===== src/rtl/cnn_layer_sequencer.sv =====
// Layer sequencer for the conv -> relu/pool -> fc inference pipeline: one go/ack job per unit of work.
// Optional macro SEQ_PERF_CNT_EN adds a saturating per-inference cycle counter on perf_cycles.
module cnn_layer_sequencer #(
    parameter int INPUT_SIZE       = 28,
    parameter int CONV_FILTER_SIZE = 7,
    parameter int CONV_NUM_FILTERS = 16,
    parameter int CONV_STRIDE      = 3,
    parameter int POOLING_SIZE     = 2,
    parameter int FC_NUM_OUTPUTS   = 10
) (
    input  logic clk,
    input  logic rstb,
    input  logic start,
    output logic busy,
    output logic done,
    output logic conv_go,
    input  logic conv_ack,
    output logic [$clog2(CONV_NUM_FILTERS)-1:0] conv_filter_idx,
    output logic [$clog2((INPUT_SIZE-CONV_FILTER_SIZE)/CONV_STRIDE+1)-1:0] conv_row,
    output logic [$clog2((INPUT_SIZE-CONV_FILTER_SIZE)/CONV_STRIDE+1)-1:0] conv_col,
    output logic [$clog2(INPUT_SIZE*INPUT_SIZE)-1:0] conv_base_addr,
    output logic pool_go,
    input  logic pool_ack,
    output logic [$clog2(CONV_NUM_FILTERS)-1:0] pool_filter_idx,
    output logic fc_go,
    input  logic fc_ack,
    output logic [$clog2(FC_NUM_OUTPUTS)-1:0] fc_neuron_idx,
    output logic [31:0] perf_cycles
);
    localparam int CONV_OUT = (INPUT_SIZE-CONV_FILTER_SIZE)/CONV_STRIDE+1;
    localparam int POOL_OUT = (CONV_OUT-POOLING_SIZE)/POOLING_SIZE+1;
    localparam int AW = $clog2(INPUT_SIZE*INPUT_SIZE);
    localparam int FW = $clog2(CONV_NUM_FILTERS);
    localparam int RW = $clog2(CONV_OUT);
    localparam int NW = $clog2(FC_NUM_OUTPUTS);

    localparam logic [FW-1:0] FILTER_LAST = FW'(CONV_NUM_FILTERS-1);
    localparam logic [RW-1:0] POS_LAST    = RW'(CONV_OUT-1);
    localparam logic [NW-1:0] NEURON_LAST = NW'(FC_NUM_OUTPUTS-1);
    localparam logic [FW-1:0] FILTER_ONE  = {{(FW-1){1'b0}}, 1'b1};
    localparam logic [RW-1:0] POS_ONE     = {{(RW-1){1'b0}}, 1'b1};
    localparam logic [NW-1:0] NEURON_ONE  = {{(NW-1){1'b0}}, 1'b1};
    localparam logic [AW-1:0] ROW_STEP    = AW'(CONV_STRIDE*INPUT_SIZE);
    localparam logic [AW-1:0] COL_STEP    = AW'(CONV_STRIDE);

    typedef enum logic [2:0] {
        IDLE       = 3'd0,
        CONV_ISSUE = 3'd1,
        CONV_WAIT  = 3'd2,
        POOL_ISSUE = 3'd3,
        POOL_WAIT  = 3'd4,
        FC_ISSUE   = 3'd5,
        FC_WAIT    = 3'd6,
        FINISH     = 3'd7
    } state_t;

    state_t state_r, state_s;
    logic [FW-1:0] filter_r, pool_idx_r;
    logic [RW-1:0] row_r, col_r;
    logic [NW-1:0] fc_idx_r;
    logic busy_r, done_r, conv_go_r, pool_go_r, fc_go_r;
    logic conv_last_s, pool_last_s, fc_last_s;

    assign conv_last_s = (filter_r == FILTER_LAST) && (row_r == POS_LAST) && (col_r == POS_LAST);
    assign pool_last_s = (pool_idx_r == FILTER_LAST);
    assign fc_last_s   = (fc_idx_r == NEURON_LAST);

    // State register
    always_ff @(posedge clk or negedge rstb) begin
        if (!rstb) begin
            state_r <= IDLE;
        end else begin
            state_r <= state_s;
        end
    end

    // Next-state decode; acks are only looked at in their own WAIT state
    always_comb begin
        state_s = state_r;
        case (state_r)
            IDLE:       if (start) state_s = CONV_ISSUE; else state_s = IDLE;
            CONV_ISSUE: state_s = CONV_WAIT;
            CONV_WAIT:  if (conv_ack) state_s = conv_last_s ? POOL_ISSUE : CONV_ISSUE; else state_s = CONV_WAIT;
            POOL_ISSUE: state_s = POOL_WAIT;
            POOL_WAIT:  if (pool_ack) state_s = pool_last_s ? FC_ISSUE : POOL_ISSUE; else state_s = POOL_WAIT;
            FC_ISSUE:   state_s = FC_WAIT;
            FC_WAIT:    if (fc_ack) state_s = fc_last_s ? FINISH : FC_ISSUE; else state_s = FC_WAIT;
            FINISH:     state_s = IDLE;
            default:    state_s = IDLE;
        endcase
    end

    // Work indices advance only when the matching ack is taken, so they stay stable through WAIT
    always_ff @(posedge clk or negedge rstb) begin
        if (!rstb) begin
            filter_r   <= '0;
            row_r      <= '0;
            col_r      <= '0;
            pool_idx_r <= '0;
            fc_idx_r   <= '0;
        end else begin
            case (state_r)
                IDLE: begin
                    if (start) begin
                        filter_r   <= '0;
                        row_r      <= '0;
                        col_r      <= '0;
                        pool_idx_r <= '0;
                        fc_idx_r   <= '0;
                    end
                end
                CONV_WAIT: begin
                    if (conv_ack) begin
                        if (col_r == POS_LAST) begin
                            col_r <= '0;
                            if (row_r == POS_LAST) begin
                                row_r    <= '0;
                                filter_r <= (filter_r == FILTER_LAST) ? '0 : filter_r + FILTER_ONE;
                            end else begin
                                row_r <= row_r + POS_ONE;
                            end
                        end else begin
                            col_r <= col_r + POS_ONE;
                        end
                    end
                end
                POOL_WAIT: begin
                    if (pool_ack) begin
                        pool_idx_r <= pool_last_s ? '0 : pool_idx_r + FILTER_ONE;
                    end
                end
                FC_WAIT: begin
                    if (fc_ack) begin
                        fc_idx_r <= fc_last_s ? '0 : fc_idx_r + NEURON_ONE;
                    end
                end
                FINISH: begin
                    filter_r   <= '0;
                    row_r      <= '0;
                    col_r      <= '0;
                    pool_idx_r <= '0;
                    fc_idx_r   <= '0;
                end
                default: begin
                    filter_r <= filter_r;
                end
            endcase
        end
    end

    // Status and go strobes registered from the next state so they line up with the state they describe
    always_ff @(posedge clk or negedge rstb) begin
        if (!rstb) begin
            busy_r    <= 1'b0;
            done_r    <= 1'b0;
            conv_go_r <= 1'b0;
            pool_go_r <= 1'b0;
            fc_go_r   <= 1'b0;
        end else begin
            busy_r    <= (state_s != IDLE);
            done_r    <= (state_s == FINISH);
            conv_go_r <= (state_s == CONV_ISSUE);
            pool_go_r <= (state_s == POOL_ISSUE);
            fc_go_r   <= (state_s == FC_ISSUE);
        end
    end

    assign busy            = busy_r;
    assign done            = done_r;
    assign conv_go         = conv_go_r;
    assign pool_go         = pool_go_r;
    assign fc_go           = fc_go_r;
    assign conv_filter_idx = filter_r;
    assign conv_row        = row_r;
    assign conv_col        = col_r;
    assign pool_filter_idx = pool_idx_r;
    assign fc_neuron_idx   = fc_idx_r;
    assign conv_base_addr  = AW'(row_r) * ROW_STEP + AW'(col_r) * COL_STEP;

`ifdef SEQ_PERF_CNT_EN
    logic [31:0] perf_cnt_r;

    // Cycle counter: cleared on an accepted start, counts every non-IDLE cycle, saturates
    always_ff @(posedge clk or negedge rstb) begin
        if (!rstb) begin
            perf_cnt_r <= 32'd0;
        end else if ((state_r == IDLE) && start) begin
            perf_cnt_r <= 32'd0;
        end else if ((state_r != IDLE) && (perf_cnt_r != 32'hFFFF_FFFF)) begin
            perf_cnt_r <= perf_cnt_r + 32'd1;
        end else begin
            perf_cnt_r <= perf_cnt_r;
        end
    end

    assign perf_cycles = perf_cnt_r;
`else
    assign perf_cycles = 32'd0;
`endif

endmodule

===== config.mk =====
export PLATFORM = sky130hd
export DESIGN_NAME = cnn_layer_sequencer
export DESIGN_NICKNAME = d
export VERILOG_FILES = /design/src/rtl/cnn_layer_sequencer.sv
export SDC_FILE = /design/constraint.sdc
export NUM_CORES = 1
export LEC_CHECK = 0
export CAP_MARGIN = 5
export CORE_MARGIN = 3
export CORE_UTILIZATION = 33
export DETAILED_ROUTE_END_ITERATION = 10
export DONT_BUFFER_PORTS = 1
export PLACE_DENSITY = 0.46
export SLEW_MARGIN = 5
export SYNTH_ARGS = -nofsm -noshare
export SYNTH_HDL_FRONTEND = slang
export SYNTH_SLANG_ARGS = --single-unit

===== constraint.sdc =====
create_clock -name clk -period 3.2 [get_ports clk]
set_input_delay 0.32 -clock clk [delete_from_list [all_inputs] [get_ports clk]]
set_output_delay 0.32 -clock clk [all_outputs]
set_load 0.01 [all_outputs]

==> summary.txt <==
Outcome -> complete, no violations
Async set-reset flop share out of synthesis -> 100%
Worst-Skew Late Latency -> 0.27 ns
GRT busiest layer -> met2
Via-to-Cell Ratio -> 4.91
Critical Path Start Type -> flip-flop
Reg2Reg Capture Point -> conv_filter_idx[3]$_DFFE_PN0P_
Cell taking the most area after synthesis -> dfrtp_1
Final WL -> 3810 µm
TNS Setup -> 0 ns
Critical path's slowest cell -> fa_1
Die area -> 6910 µm²
First-pass GRT wire length -> 6420 µm
Remaining antenna violation count -> 0
Flop2flop setup slack -> 1.12 ns
Vias in the first global route -> 1243
Worst vdd ir -> 0.353 mV
Synth Register Bits -> 26
Int Pwr -> 0.000793 W
Die W -> 83.1 µm
Tmin final -> 2.99 ns
Most common cell on crit path -> fa_1
Dpl cell area -> 1900 µm²
Layout cells sized above 1 -> 8.74%
Root Buffer -> clkbuf_8
Die Span Y -> 83.1 µm
Top FF cell, synth -> dfrtp_1
Final setup fails -> 0
Slowest stage delay, CP -> 0.55 ns
CP delay by family, top -> adder cells
Most frequent cell after synthesis -> buf_4
Pre-antenna DRT Iters -> 4
Post CTS Setup Buffer Count -> 0
GRT Total Usage -> 10.9%
Switch Pwr -> 0.000597 W
Fmax -> 334 MHz
DR WL/cell -> 13.7 µm
Crit path max fanout -> 6
WP data required -> 2.88 ns
N_diodes -> 0
Period utilization -> 93.6%
Origin of the critical flop-to-flop path -> state_r[0]$_DFF_PN0_
Port Buffers -> 0
Detail Placement HPWL -> 2860 µm
Net count, final -> 231
Hold path endpoint -> state_r[0]$_DFF_PN0_
Worst Min Path Start -> start
Synth cell count leaders -> 35 x buf_4, 26 x dfrtp_1, 16 x ha_1
Worst r2r path cells -> 4
Clock Path Buffers -> 2
Hold crit path type -> in2reg
Hold depth -> 1
Met3 Track Usage GR -> 3.47%
Synth unique cells -> 49
Largest net degree at the start of global routing -> 27
Levels on crit path -> 8
Final instance area -> 2000 µm²
Via count -> 1364
CP Class -> reg2out
Synth Instances -> 206
RSZ-0062 raised after global routing -> no
Worst-path clk slew -> 0.09 ns
Layout area overhead -> 1.85%
CP cell instances -> fa_1 > ha_1 > inv_1 > fa_1 > nor2b_1 > o21ai_0 > nor3b_1 > xor2_1
Drt drc -> 0
Final Wtd Congestion -> 0.751
Static leakage -> 0.975 nW
Met2 usage -> 16.9%
Count of flip-flops with a built-in enable after synthesis -> 0
DR iter-0 viols -> 28
Buf+Inv Stages, Crit Path -> 1
Core Box Area -> 5640 µm²
Max transition margin -> 48.8%
Clock H-tree levels -> 1
Share of the synthesized area in the top cell type -> 33.1%
TritonCTS clock tree -> done
Crit path DAT -> 2.67 ns
Clock power frac -> 19.5%
Initial core utilization -> 34.8%
Area contributors post-synth -> dfrtp_1 33%, buf_4 13%, ha_1 10%
IO Count -> 71
PwrDens -> 695 nW/µm²
Filler cells -> 577
Site Rows -> 27
Slew Limit Fails -> 0
Kind of end point of the critical path -> primary output
Sequential power share -> 41.7%
Num CTS Buffers -> 3
Slew @ Worst Pin -> 0.768 ns
# clock sinks -> 26
Max-cap viol count -> 0
Worst clock skew -> 0.00195 ns
Met1 usage -> 15.2%
Yosys warns -> 0
Final global-route overflow total -> 0
Hold Vio Cnt, Final -> 0
Synth Area per Inst -> 9.53 µm²
Initial antenna violation count -> 0
Switching portion of total power -> 42.9%
Comb power frac -> 38.8%
Area of the mapped netlist -> 1960 µm²
Seq/Total Area, Yosys -> 33.1%
metrics by stage:
| step | setup WS, ns | utilization (%) | std cells | total power, W | hold slack (ns) |
|---|---|---|---|---|---|
| 2_1_floorplan | 0.594 | - | 237 | 0.00105 | 0.0244 |
| 3_3_place_gp | 0.473 | 33.6 | 272 | 0.00112 | 0.0250 |
| 3_5_place_dp | 0.429 | 33.6 | 272 | 0.00111 | 0.0252 |
| 4_1_cts | 0.122 | 35.4 | 278 | 0.00141 | 0.205 |
| 5_1_grt | 0.0364 | 35.4 | 278 | 0.00151 | 0.213 |
| 6_report | 0.206 | 35.4 | 278 | 0.00139 | 0.218 |
layer usage:
metal | routed length, µm | up-vias
li1 | - | 671
met1 | 1780 | 649
met2 | 1740 | 42
met3 | 275 | 2
met4 | 18 | 0
met5 | 0 | -
what timing repair did:
item | 4_1_cts | 5_1_grt
endpoints found under the setup margin | 0 | 1
hold endpoints to repair | 26 | 0
hold buffers | 2 | 0
resized for setup | 0 | 1
cells in the final DEF (no fill, tap or decap), types with 6 or more instances in the layout:
cell,count
ha_1,16
nand2_1,14
nand3_1,6
conb_1,32
and3_1,6
inv_1,7
a21oi_1,6
nor2_1,9
dfrtp_1,25
o21ai_0,8
o21ai_1,9
kinds of logic after synthesis:
family                   after synthesis  synth area share [%]
AND/OR/NAND/NOR                       65                  20.0
XOR/XNOR                               5                  2.23
flip-flops                            26                  33.1
AO/OA/AOI/OAI                         44                  15.6
multiplexers                           2                  1.15
adder cells (fa/ha/maj)               18                  12.2
buffers and inverters                 45                  15.4
other                                  1                 0.191
worst max-delay path by stage:
| stage | startpoint | endpoint | slack (ns) |
|---|---|---|---|
| after global placement | conv_row[0]$_DFFE_PN0P_ | conv_base_addr[8] | 0.47 |
| after CTS | conv_row[0]$_DFFE_PN0P_ | conv_base_addr[8] | 0.12 |
| after floorplan | conv_row[0]$_DFFE_PN0P_ | conv_base_addr[8] | 0.59 |
| after global routing | conv_row[0]$_DFFE_PN0P_ | conv_base_addr[8] | 0.04 |
| final | conv_row[0]$_DFFE_PN0P_ | conv_base_addr[8] | 0.21 |
| after detailed placement | conv_row[0]$_DFFE_PN0P_ | conv_base_addr[8] | 0.43 |
flip-flops by register name (all words and copies together), names as in the netlist:
name / count
busy: 1
conv_col: 3
conv_filter_idx: 4
conv_go: 1
conv_row: 3
done: 1
fc_go: 1
fc_neuron_idx: 4
pool_filter_idx: 4
pool_go: 1
state_r: 3
power groups by stage:
stage / Clock (W) / Combinational, W / Sequential, W
after floorplan: 0 / 0.000536 / 0.000513
after global placement: 0 / 0.000536 / 0.000586
after detailed placement: 0 / 0.000529 / 0.000585
after CTS: 0.000285 / 0.000549 / 0.000580
after global routing: 0.000298 / 0.000613 / 0.000603
final: 0.000271 / 0.000540 / 0.000579
layout make-up:
type	instances	area, µm²	share of cell area, %
Clock buffer	3	41.3	2.07
Clock inverter	1	30.0	1.50
Inverter	8	30.0	1.50
Multi-Input combinational cell	166	1130	56.3
Sequential cell	26	652	32.6
Tap cell	72	90.1	4.51
Timing Repair Buffer	2	30.0	1.50
No activity file was read; power rests on OpenSTA's default activity.
